File: config.mk
export PLATFORM = sky130hd
export DESIGN_NAME = nanorv32_flow_ctrl_mc
export DESIGN_NICKNAME = d
export VERILOG_FILES = /design/src/rtl/nanorv32_flow_ctrl_mc.sv
export SDC_FILE = /design/constraint.sdc
export NUM_CORES = 1
export LEC_CHECK = 0
export BUFFER_PORTS_ARGS = -buffer_cell sky130_fd_sc_hd__buf_2
export CORE_MARGIN = 1.5
export CORE_UTILIZATION = 44
export CTS_CLUSTER_SIZE = 28
export DETAILED_ROUTE_END_ITERATION = 16
export PLACE_DENSITY = 0.78
export SYNTH_ARGS = -nofsm -noshare
export SYNTH_HDL_FRONTEND = slang
export SYNTH_SLANG_ARGS = --single-unit
export TNS_END_PERCENT = 5
File: constraint.sdc
create_clock -name clk -period 1.5 [get_ports clk]
set_clock_uncertainty 0.2 [all_clocks]
set_input_delay 0.225 -clock clk [delete_from_list [all_inputs] [get_ports clk]]
set_output_delay 0.225 -clock clk [all_outputs]
set_load 0.01 [all_outputs]
File: src/rtl/nanorv32_flow_ctrl_mc.sv
// nanorv32_flow_ctrl_mc: pipeline flow-control FSM. Decides per cycle whether
// the pipeline advances, stalls or redirects the PC. It handles branch refill
// bubbles, bounded load waits, multi-cycle execute ops and interrupt entry.
module nanorv32_flow_ctrl_mc #(
  parameter int unsigned BRANCH_BUBBLES = 1,
  parameter int unsigned LD_TIMEOUT     = 15,
  parameter int unsigned CNT_W          = 4
) (
  input  logic       clk,
  input  logic       rst,
  input  logic       branch_taken,
  input  logic       datamem_read,
  input  logic       dataif_cpu_early_ready,
  input  logic       codeif_cpu_ready_r,
  input  logic       mc_req,
  input  logic       mc_done,
  input  logic       irq_req,
  input  logic       irq_en,
  output logic       force_stall_pstate,
  output logic       force_stall_reset,
  output logic       output_new_pc,
  output logic       valid_inst,
  output logic       data_access_cycle,
  output logic       mc_start,
  output logic       irq_ack,
  output logic       load_timeout,
  output logic [2:0] pstate
);

  typedef enum logic [2:0] {
    S_RESET  = 3'd0,
    S_CONT   = 3'd1,
    S_BRANCH = 3'd2,
    S_STALL  = 3'd3,
    S_WAITLD = 3'd4,
    S_MCWAIT = 3'd5,
    S_IRQ    = 3'd6
  } state_t;

  localparam logic [CNT_W-1:0] BUB_LOAD = CNT_W'(BRANCH_BUBBLES - 1);
  localparam logic [CNT_W-1:0] LD_LAST  = CNT_W'(LD_TIMEOUT - 1);
  localparam bit               LD_TO_EN = (LD_TIMEOUT != 0);

  state_t           state, state_next;
  logic [CNT_W-1:0] bub_cnt, bub_next;
  logic [CNT_W-1:0] wait_cnt, wait_next;

  // State and counter registers; synchronous reset overrides any state.
  always_ff @(posedge clk) begin
    if (rst) begin
      state    <= S_RESET;
      bub_cnt  <= '0;
      wait_cnt <= '0;
    end else begin
      state    <= state_next;
      bub_cnt  <= bub_next;
      wait_cnt <= wait_next;
    end
  end

  // Next-state, counter updates and per-cycle control outputs.
  always_comb begin
    state_next         = state;
    bub_next           = bub_cnt;
    wait_next          = '0;
    force_stall_pstate = 1'b0;
    force_stall_reset  = 1'b0;
    output_new_pc      = 1'b0;
    valid_inst         = 1'b1;
    data_access_cycle  = 1'b0;
    mc_start           = 1'b0;
    irq_ack            = 1'b0;
    load_timeout       = 1'b0;

    case (state)
      S_RESET: begin
        force_stall_pstate = 1'b1;
        force_stall_reset  = 1'b1;
        state_next         = S_CONT;
      end

      S_CONT: begin
        data_access_cycle = 1'b1;
        if (branch_taken) begin
          output_new_pc      = 1'b1;
          force_stall_pstate = 1'b1;
          bub_next           = BUB_LOAD;
          state_next         = S_BRANCH;
        end else if (mc_req) begin
          mc_start           = 1'b1;
          force_stall_pstate = 1'b1;
          state_next         = S_MCWAIT;
        end else if (datamem_read && dataif_cpu_early_ready) begin
          force_stall_pstate = 1'b1;
          state_next         = S_WAITLD;
        end else if (datamem_read) begin
          force_stall_pstate = 1'b1;
          // Compare against the pre-increment count so the pulse lands on
          // the LD_TIMEOUT-th stalled cycle; the load is then abandoned.
          if (LD_TO_EN && (wait_cnt == LD_LAST)) begin
            load_timeout = 1'b1;
            state_next   = S_WAITLD;
          end else begin
            wait_next  = wait_cnt + 1'b1;
            state_next = S_CONT;
          end
        end else if (irq_req && irq_en) begin
          force_stall_pstate = 1'b1;
          state_next         = S_IRQ;
        end else begin
          state_next = S_CONT;
        end
      end

      S_IRQ: begin
        output_new_pc      = 1'b1;
        irq_ack            = 1'b1;
        force_stall_pstate = 1'b1;
        bub_next           = BUB_LOAD;
        state_next         = S_BRANCH;
      end

      S_BRANCH: begin
        if (bub_cnt != '0) begin
          bub_next = bub_cnt - 1'b1;
        end
        if ((bub_cnt == '0) && codeif_cpu_ready_r) begin
          state_next = S_CONT;
        end else begin
          force_stall_pstate = 1'b1;
          state_next         = S_BRANCH;
        end
      end

      S_WAITLD: begin
        state_next = codeif_cpu_ready_r ? S_CONT : S_STALL;
      end

      S_STALL: begin
        valid_inst = 1'b0;
        if (codeif_cpu_ready_r) begin
          state_next = S_CONT;
        end else begin
          force_stall_pstate = 1'b1;
          state_next         = S_STALL;
        end
      end

      S_MCWAIT: begin
        force_stall_pstate = !mc_done;
        if (mc_done) begin
          state_next = codeif_cpu_ready_r ? S_CONT : S_STALL;
        end else begin
          state_next = S_MCWAIT;
        end
      end

      default: begin
        state_next = S_CONT;
      end
    endcase
  end

  assign pstate = state;

endmodule

==> results.py, run 1 <==
metrics = {
    "pwr": {
        "p_seq_share_pct": 36.4,
        "swShare_pct": 33.0,
        "p_clk_share_pct": 23.0,
        "p_int_mw": 0.618,
        "leakagePower_nw": 0.487,
        "p_per_area_nw_per_um2": 859,
        "combinationalPowerShare_pct": 40.7,
        "ir_drop_mv": 0.445,
        "p_switching_mw": 0.305,
    },
    "timing": {
        "maxSlewHeadroom_pct": 81.5,
        "fin_ws_ns": -0.418,
        "finalHoldViolations": 0,
        "fin_crit_ns": 1.92,
        "post-route-period-util_pct": 128,
        "whs_ns": 0.0297,
        "fmax_ghz": 0.521,
        "rsz0062_at_grt": "true",
        "setup_tns_ns": -3.27,
        "final-setup-viol-count": 17,
        "finalMaxSlewViolations": 0,
        "worst_pin_slew_ns": 0.275,
    },
    "worst_hold_path": {
        "hold_path.class": "input port to flip-flop",
        "hold_start": "irq_en",
    },
    "worst_setup_path": {
        "worstSetupStartpoint": "pstate[0]",
        "cp-end-kind": "primary output",
        "r2r_slack_ns": -0.23,
        "cp_data_arrival_time_ns": 1.49,
        "cp.required_ns": 1.07,
        "worstSetupPathType": "flip-flop to primary output",
        "startpoint_type": "flip-flop",
        "worstReg2RegStart": "pstate[0]",
        "cp_max_fo": 6,
    },
    "run": {
        "max_cap_viol_count": 0,
    },
    "routing": {
        "wl_per_cell_um": 13.7,
        "routed_wl_um": 1940,
        "viasPerCell": 5.43,
        "dr.pass1.iters": 4,
        "ant_nets": 0,
        "first_iter_violations": 16,
        "drc": 0,
        "dr_total_vias": 765,
    },
    "clock_tree": {
        "cts_made_buffers": 3,
        "cts_buffer_depth": 2,
        "h-tree-depth": 1,
        "insertion_delay_ns": 0.27,
        "cts_root_buf": "clkbuf_4",
        "clkSlewWorstSetupHoldPaths_ns": 0.08,
        "cts_tree": "built",
        "clock_sinks": 11,
    },
    "cells_and_area": {
        "area_growth_pct": 52.1,
        "fin_area_um2": 1070,
        "final_cell_mix": "18 x buf_2, 17 x buf_4, 9 x nor2_1, 7 x dfxtp_1",
        "final_layout_size_suffix_gt1_share_pct": 48.8,
        "multiInputGateArea_um2": 500,
        "regArea_um2": 228,
        "nets": 139,
        "fillerInstances": 106,
        "diodes": 0,
        "final_util_pct": 71.3,
        "layout_commonest_cell": "buf_2",
    },
    "grt": {
        "grt_max_degree": 11,
        "antenna_found_initial": 0,
        "grt_pass1_vias": 781,
        "grt_pass1_wl_um": 3130,
        "overflow": 0,
        "grt_usage_pct": 23.0,
    },
    "logic_synthesis": {
        "ys_ff_latch": 11,
        "avgSynthCellArea_um2": 8.50,
        "syn-num-nets": 96,
        "async_flop_share_pct": 0,
        "yosysSeqAreaShare_pct": 31.2,
        "synth_edf_count": 0,
        "synth.cell_area_um2": 706,
        "synth_xor_xnor_area_share_pct": 3.72,
        "synth_top_family_by_area": "simple AND/OR/NAND/NOR gates",
        "netlist_instances": 83,
        "synth_adder_area_share_pct": 5.32,
        "yosysUniqueCellTypes": 38,
        "synthSimpleGateAreaFrac_pct": 34.0,
        "synth_compound_area_share_pct": 18.3,
        "yosys_warnings": 0,
        "muxShareOfSynthArea_pct": 1.42,
        "synth_ff_type": "dfxtp_1",
    },
    "die": {
        "die_y_um": 43.0,
        "fp.dieW_um": 43.0,
        "start_util_pct": 46.8,
        "die_area_um2": 1850,
        "io_pins": 21,
        "rows": 14,
        "core_area_um2": 1510,
    },
    "status": {
        "status": "finished with violations",
        "violations": "negative setup slack",
    },
    "placed_design": {
        "io_buffers": 20,
        "hpwlAfterDp_um": 1250,
        "gp_congestion": 0.875,
        "dpl-instance-area_um2": 931,
    },
}
[area by class of cell]
type                       count  share of cell area [%]
tap                           16                    1.86
timing repair buffer          40                    25.4
clock buffer                   4                    2.45
inverter                       7                    2.45
sequential                    11                    21.2
multi-input combinational     63                    46.6
[worst paths after layout]
| check | end | cells past startpoint |
|---|---|---|
| worst max register to register | bub_cnt[2] | 7 |
| worst max-delay path | load_timeout | 6 |
| worst min-delay path | pstate[1] | 3 |
| worst min register to register | wait_cnt[0] | 1 |
[worst max-delay path: stages, from the launching register on]
cell and delay [ns]:
dfxtp_2 0.36, buf_6 0.11, nor3b_4 0.23, and2b_2 0.23
nand3_2 0.09, nor2_4 0.09, buf_6 0.10
[cell families (layout without fill, tap and decap cells)]
| kind of cell | count (synthesis) | count (layout) |
|---|---|---|
| XOR/XNOR | 3 | 3 |
| buffers and inverters | 9 | 51 |
| multiplexers | 1 | 1 |
| AO/OA/AOI/OAI | 17 | 17 |
| adder cells (fa/ha/maj) | 3 | 3 |
| flip-flops | 11 | 11 |
| AND/OR/NAND/NOR | 39 | 39 |
[flip-flops by register name (all words and copies together), names as in the netlist]
name      cells
bub_cnt       4
wait_cnt      4
pstate        3
[metrics by stage]
| stage | setup slack [ns] | total power [mW] | instances |
|---|---|---|---|
| 3_5_place_dp | -0.247 | 0.625 | 131 |
| 4_1_cts | -0.383 | 0.903 | 141 |
| 6_report | -0.418 | 0.922 | 141 |
| 2_1_floorplan | -0.183 | 0.505 | 83 |
| 3_3_place_gp | -0.164 | 0.616 | 131 |
| 5_1_grt | -0.478 | 0.962 | 141 |
[routing by layer]
metal,up-vias,global-route usage [%],wire length (µm)
li1,380,-,-
met1,357,21.9,797
met2,21,43.6,1010
met3,7,4.68,77
met4,0,14.5,52
met5,-,0,0
[cells in the mapped netlist, drive strengths merged (2+ instances only)]
library cell	count	share of area, %
a211o	2	2.5
a21oi	3	2.1
a31oi	3	2.7
buf	2	2.3
dfxtp	11	31
ha	3	5.3
inv	7	3.7
nand2	5	2.7
nand2b	2	1.8
nand3	3	2.1
nand4	2	2.7
nand4b	2	2.5
nor2	10	5.3
nor2b	2	1.8
nor3	3	2.1
o21ai	2	1.4
xnor2	2	2.5
[power groups by stage]
stage | clock network [mW] | registers, mW | logic (mW)
floorplan | 0 | 0.339 | 0.165
global placement | 0 | 0.337 | 0.279
detailed placement | 0 | 0.338 | 0.287
CTS | 0.210 | 0.333 | 0.360
global route | 0.228 | 0.337 | 0.396
finish | 0.212 | 0.335 | 0.375
[what timing repair did]
action                                  4_1_cts  5_1_grt
hold buffers                                  1        0
gates resized for setup                      13        2
buffers inserted                              5        0
pin swaps                                     8        3
endpoints found under the setup margin       14       19
hold endpoints to repair                      1        0
cloned                                        0        0
Note: power is estimated with default switching activity, not from simulation.
==> run 2, diff against run 1 <==
--- a/config.mk
+++ b/config.mk
@@ -7,10 +7,11 @@
 export LEC_CHECK = 0
 export BUFFER_PORTS_ARGS = -buffer_cell sky130_fd_sc_hd__buf_2
 export CORE_MARGIN = 1.5
-export CORE_UTILIZATION = 44
+export CORE_UTILIZATION = 30
 export CTS_CLUSTER_SIZE = 28
 export DETAILED_ROUTE_END_ITERATION = 16
-export PLACE_DENSITY = 0.78
+export PLACE_DENSITY = 0.58
+export SETUP_SLACK_MARGIN = 0.1
 export SYNTH_ARGS = -nofsm -noshare
 export SYNTH_HDL_FRONTEND = slang
 export SYNTH_SLANG_ARGS = --single-unit
==> results.py, run 2 (synthesis results as in run 1) <==
metrics = {
    "pwr": {
        "leakagePower_nw": 0.528,
        "p_switching_mw": 0.289,
        "combinationalPowerShare_pct": 43.2,
        "ir_drop_mv": 0.603,
        "p_int_mw": 0.643,
        "p_per_area_nw_per_um2": 807,
        "p_clk_share_pct": 21.2,
        "total_power_mw": 0.931,
        "p_seq_share_pct": 35.6,
        "swShare_pct": 31.0,
    },
    "worst_setup_path": {
        "cp_slowest_cell": "or3b_4",
        "cp.required_ns": 1.07,
        "max_stage_delay_ns": 0.39,
        "startpoint_type": "flip-flop",
        "critPathBufInv": 1,
        "cp_data_arrival_time_ns": 1.46,
        "crit_chain": "or2b_1 > or3b_4 > nand4b_1 > buf_2",
        "cp_max_fo": 3,
        "worstSetupPathType": "flip-flop to primary output",
        "cp-end-kind": "primary output",
        "critical-path-top-delay-family": "simple AND/OR/NAND/NOR gates",
    },
    "cells_and_area": {
        "layout.cells.non_filler": 161,
        "final_layout_size_suffix_gt1_share_pct": 52.6,
        "fillerInstances": 218,
        "multiInputGateArea_um2": 499,
        "final_cell_mix": "26 x buf_4, 17 x buf_2, 9 x nor2_1, 6 x dfxtp_1",
        "area_growth_pct": 63.7,
        "layout_commonest_cell": "buf_4",
        "nets": 147,
        "diodes": 0,
        "fin_area_um2": 1150,
        "regArea_um2": 231,
    },
    "clock_tree": {
        "cts_tree": "built",
        "cts_hold_buf": 0,
        "insertion_delay_ns": 0.26,
        "clkSlewWorstSetupHoldPaths_ns": 0.07,
        "cts_root_buf": "clkbuf_4",
        "h-tree-depth": 1,
        "clock_sinks": 11,
        "cts_made_buffers": 3,
        "cts_buffer_depth": 2,
    },
    "worst_hold_path": {
        "hold_path.class": "input port to flip-flop",
    },
    "routing": {
        "wl_per_cell_um": 12.4,
        "routed_wl_um": 2000,
        "first_iter_violations": 10,
        "drc": 0,
        "dr.pass1.iters": 4,
        "viasPerCell": 4.84,
        "dr_total_vias": 780,
        "ant_nets": 0,
    },
    "die": {
        "start_util_pct": 31.9,
        "rows": 17,
        "die_y_um": 51.5,
        "die_area_um2": 2650,
        "io_pins": 21,
        "fp.dieW_um": 51.5,
        "core_area_um2": 2210,
    },
    "timing": {
        "worst_pin_slew_ns": 0.362,
        "maxSlewHeadroom_pct": 75.8,
        "final-setup-viol-count": 18,
        "fin_crit_ns": 1.89,
        "finalHoldViolations": 0,
        "fin_ws_ns": -0.385,
        "finalMaxSlewViolations": 0,
        "fmax_ghz": 0.530,
        "rsz0062_at_grt": "true",
        "post-route-period-util_pct": 126,
        "whs_ns": 0.0218,
    },
    "placed_design": {
        "hpwlAfterDp_um": 1390,
        "dpl-instance-area_um2": 998,
        "dp_slack_ns": -0.208,
        "placedCellCount": 150,
        "io_buffers": 20,
        "gp_congestion": 0.750,
    },
    "grt": {
        "grt_pass1_vias": 786,
        "grt_usage_pct": 16.7,
        "overflow": 0,
        "grt_max_degree": 8,
        "antenna_found_initial": 0,
        "grt_pass1_wl_um": 3310,
    },
    "run": {
        "max_cap_viol_count": 0,
    },
    "status": {
        "violations": "negative setup slack",
        "status": "finished with violations",
    },
}
run 2: what timing repair did:
item / in CTS / in global routing
setup buffers: 6 / 1
endpoints found under the setup margin: 20 / 22
pin swaps: 8 / 7
gates resized for setup: 10 / 8
run 2: power by group through the flow:
stage	Sequential (mW)	Clock, mW	Combinational [mW]
after global routing	0.333	0.217	0.440
after detailed placement	0.338	0	0.313
after floorplan	0.339	0	0.165
final	0.331	0.198	0.402
after global placement	0.337	0	0.308
after CTS	0.330	0.206	0.386
run 2: area by class of cell:
type / instances / share of cell area (%)
clock buffer: 4 / 2.28
inverter: 7 / 2.28
multi-input combinational: 63 / 43.2
sequential: 11 / 20.0
tap: 28 / 3.03
timing repair buffer: 48 / 29.1
run 2: path summary, 6_finish.rpt:
| check | slack [ns] | depth (start not counted) | end | start |
|---|---|---|---|---|
| max | -0.39 | 4 | force_stall_pstate | pstate[0] |
| min | 0.02 | 2 | bub_cnt[1] | rst |
| max reg2reg | -0.21 | 7 | bub_cnt[2] | bub_cnt[1] |
| min reg2reg | 0.26 | 1 | wait_cnt[0] | wait_cnt[0] |
run 2: worst register-to-register path: stages, from the launching register on:
cell       delay [ns]
dfxtp_2          0.33
inv_2            0.04
ha_4             0.15
nor4b_4          0.13
buf_4            0.14
o2bb2ai_2        0.30
a211oi_2         0.12
a31o_1           0.19
run 2: metal layers:
metal	vias up	routed length [µm]	GRT usage, %
li1	399	-	-
met1	353	855	18.3
met2	20	999	30.3
met3	8	70	2.59
met4	0	72	9.65
met5	-	0	0
run 2: metrics by stage:
stage / setup TNS, ns / utilization, %
finish: -2.42 / 52.2
global route: -3.92 / 52.2
CTS: -2.77 / 50.9
detailed placement: -1.52 / 45.1
global placement: -1.10 / 45.1
floorplan: -0.910 / -
==> run 3, diff against run 2 <==
--- a/config.mk
+++ b/config.mk
@@ -11,7 +11,7 @@
 export CTS_CLUSTER_SIZE = 28
 export DETAILED_ROUTE_END_ITERATION = 16
 export PLACE_DENSITY = 0.58
-export SETUP_SLACK_MARGIN = 0.1
+export SETUP_SLACK_MARGIN = 0.5
 export SYNTH_ARGS = -nofsm -noshare
 export SYNTH_HDL_FRONTEND = slang
 export SYNTH_SLANG_ARGS = --single-unit
==> results.py, run 3 (synthesis results as in run 1) <==
metrics = {
    "die": {
        "die_area_um2": 2650,
        "io_pins": 21,
        "start_util_pct": 31.9,
        "core_area_um2": 2210,
        "fp.dieW_um": 51.5,
        "die_y_um": 51.5,
        "rows": 17,
    },
    "worst_setup_path": {
        "cp.required_ns": 1.07,
        "cp_max_fo": 3,
        "worstSetupPathType": "flip-flop to primary output",
        "cp_data_arrival_time_ns": 1.46,
        "max_stage_delay_ns": 0.39,
        "cp-end-kind": "primary output",
        "crit_chain": "or2b_1 > or3b_4 > nand4b_1 > buf_2",
        "worstReg2RegStart": "bub_cnt[1]",
        "cp_slowest_cell": "or3b_4",
        "worstSetupStartpoint": "pstate[0]",
        "startpoint_type": "flip-flop",
    },
    "clock_tree": {
        "cts_tree": "built",
        "cts_root_buf": "clkbuf_4",
        "clock_sinks": 11,
        "h-tree-depth": 1,
        "cts_hold_buf": 0,
        "clkSlewWorstSetupHoldPaths_ns": 0.07,
        "insertion_delay_ns": 0.26,
        "cts_made_buffers": 3,
        "cts_buffer_depth": 2,
    },
    "routing": {
        "dr.pass1.iters": 4,
        "viasPerCell": 4.87,
        "first_iter_violations": 10,
        "wl_per_cell_um": 12.6,
        "drc": 0,
        "routed_wl_um": 2020,
        "dr_total_vias": 784,
        "ant_nets": 0,
    },
    "pwr": {
        "total_power_mw": 0.936,
        "p_seq_share_pct": 35.5,
        "leakagePower_nw": 0.530,
        "p_int_mw": 0.646,
        "combinationalPowerShare_pct": 43.4,
        "p_per_area_nw_per_um2": 801,
        "p_switching_mw": 0.290,
        "p_clk_share_pct": 21.1,
        "swShare_pct": 30.9,
        "ir_drop_mv": 0.604,
    },
    "placed_design": {
        "dp_slack_ns": -0.208,
        "placedCellCount": 150,
        "io_buffers": 20,
        "hpwlAfterDp_um": 1390,
        "gp_congestion": 0.750,
    },
    "worst_hold_path": {
        "hold_start": "rst",
        "hold_path.class": "input port to flip-flop",
    },
    "cells_and_area": {
        "area_growth_pct": 65.6,
        "final_layout_size_suffix_gt1_share_pct": 52.6,
        "final_cell_mix": "24 x buf_4, 16 x buf_2, 9 x nor2_1, 8 x buf_6, 6 x dfxtp_1",
        "diodes": 0,
        "nets": 147,
        "fillerInstances": 214,
        "layout_commonest_cell": "buf_4",
        "layout.cells.non_filler": 161,
    },
    "timing": {
        "final-setup-viol-count": 18,
        "fin_crit_ns": 1.89,
        "post-route-period-util_pct": 126,
        "rsz0062_at_grt": "true",
        "whs_ns": 0.0203,
        "finalHoldViolations": 0,
        "fin_ws_ns": -0.389,
        "fmax_ghz": 0.529,
        "maxSlewHeadroom_pct": 75.8,
        "finalMaxSlewViolations": 0,
        "setup_tns_ns": -2.47,
        "worst_pin_slew_ns": 0.362,
    },
    "grt": {
        "antenna_found_initial": 0,
        "overflow": 0,
        "grt_usage_pct": 16.9,
        "grt_pass1_wl_um": 3330,
        "grt_max_degree": 8,
        "grt_pass1_vias": 791,
    },
    "status": {
        "status": "finished with violations",
        "violations": "negative setup slack",
    },
    "run": {
        "max_cap_viol_count": 0,
    },
}
==> run 3: cell count changes in the layout (fill, tap and decap cells not counted) <==
cell / before / now
buf_4: 26 / 24
buf_6: 5 / 8
buf_2: 17 / 16
==> run 3: layer usage <==
| layer | global-route usage, % | up-vias | part of all wire (%) |
|---|---|---|---|
| li1 | - | 401 | - |
| met1 | 18.3 | 355 | 42 |
| met2 | 30.8 | 20 | 50 |
| met3 | 2.59 | 8 | 3.5 |
| met4 | 9.65 | 0 | 3.6 |
| met5 | 0 | - | 0 |
==> run 3: path summary, 6_finish.rpt <==
path | slack (ns) | end | depth (start not counted)
setup / recovery | -0.39 | force_stall_pstate | 4
hold / removal | 0.02 | bub_cnt[1] | 2
setup reg to reg | -0.21 | bub_cnt[2] | 7
hold reg to reg | 0.26 | wait_cnt[0] | 1
==> run 3: layout make-up <==
type	count	area [µm²]	share of cell area [%]
tap	28	35.0	3.00
sequential	11	231	19.8
timing repair buffer	48	350	30.0
clock buffer	4	26.3	2.25
inverter	7	26.3	2.25
multi-input combinational	63	499	42.7
==> run 3: through the flow <==
step                util (%)  instance area [µm²]
floorplan                  -                  728
global placement        45.1                  998
detailed placement      45.1                  998
CTS                     51.2                 1130
global route            52.8                 1170
finish                  52.8                 1170
==> run 3: critical path, delay by kind of cell, from the launching register on <==
family	cells	cell delay (ns)
DFF	1	0.34
and+or+nand+nor	3	0.74
buffers and inverters	1	0.13
==> run 3: power by group through the flow <==
stage / combinational, mW / clock, mW / sequential, mW
after global routing: 0.445 / 0.217 / 0.334
after global placement: 0.308 / 0 / 0.337
after floorplan: 0.165 / 0 / 0.339
after detailed placement: 0.313 / 0 / 0.338
after CTS: 0.387 / 0.206 / 0.330
final: 0.407 / 0.197 / 0.332
==> run 3: timing repair <==
| item | in CTS | in global routing |
|---|---|---|
| pin swaps | 8 | 7 |
| setup buffers | 6 | 1 |
| hold endpoints to repair | 0 | 0 |
| endpoints found under the setup margin | 22 | 22 |
| gates resized for setup | 12 | 9 |
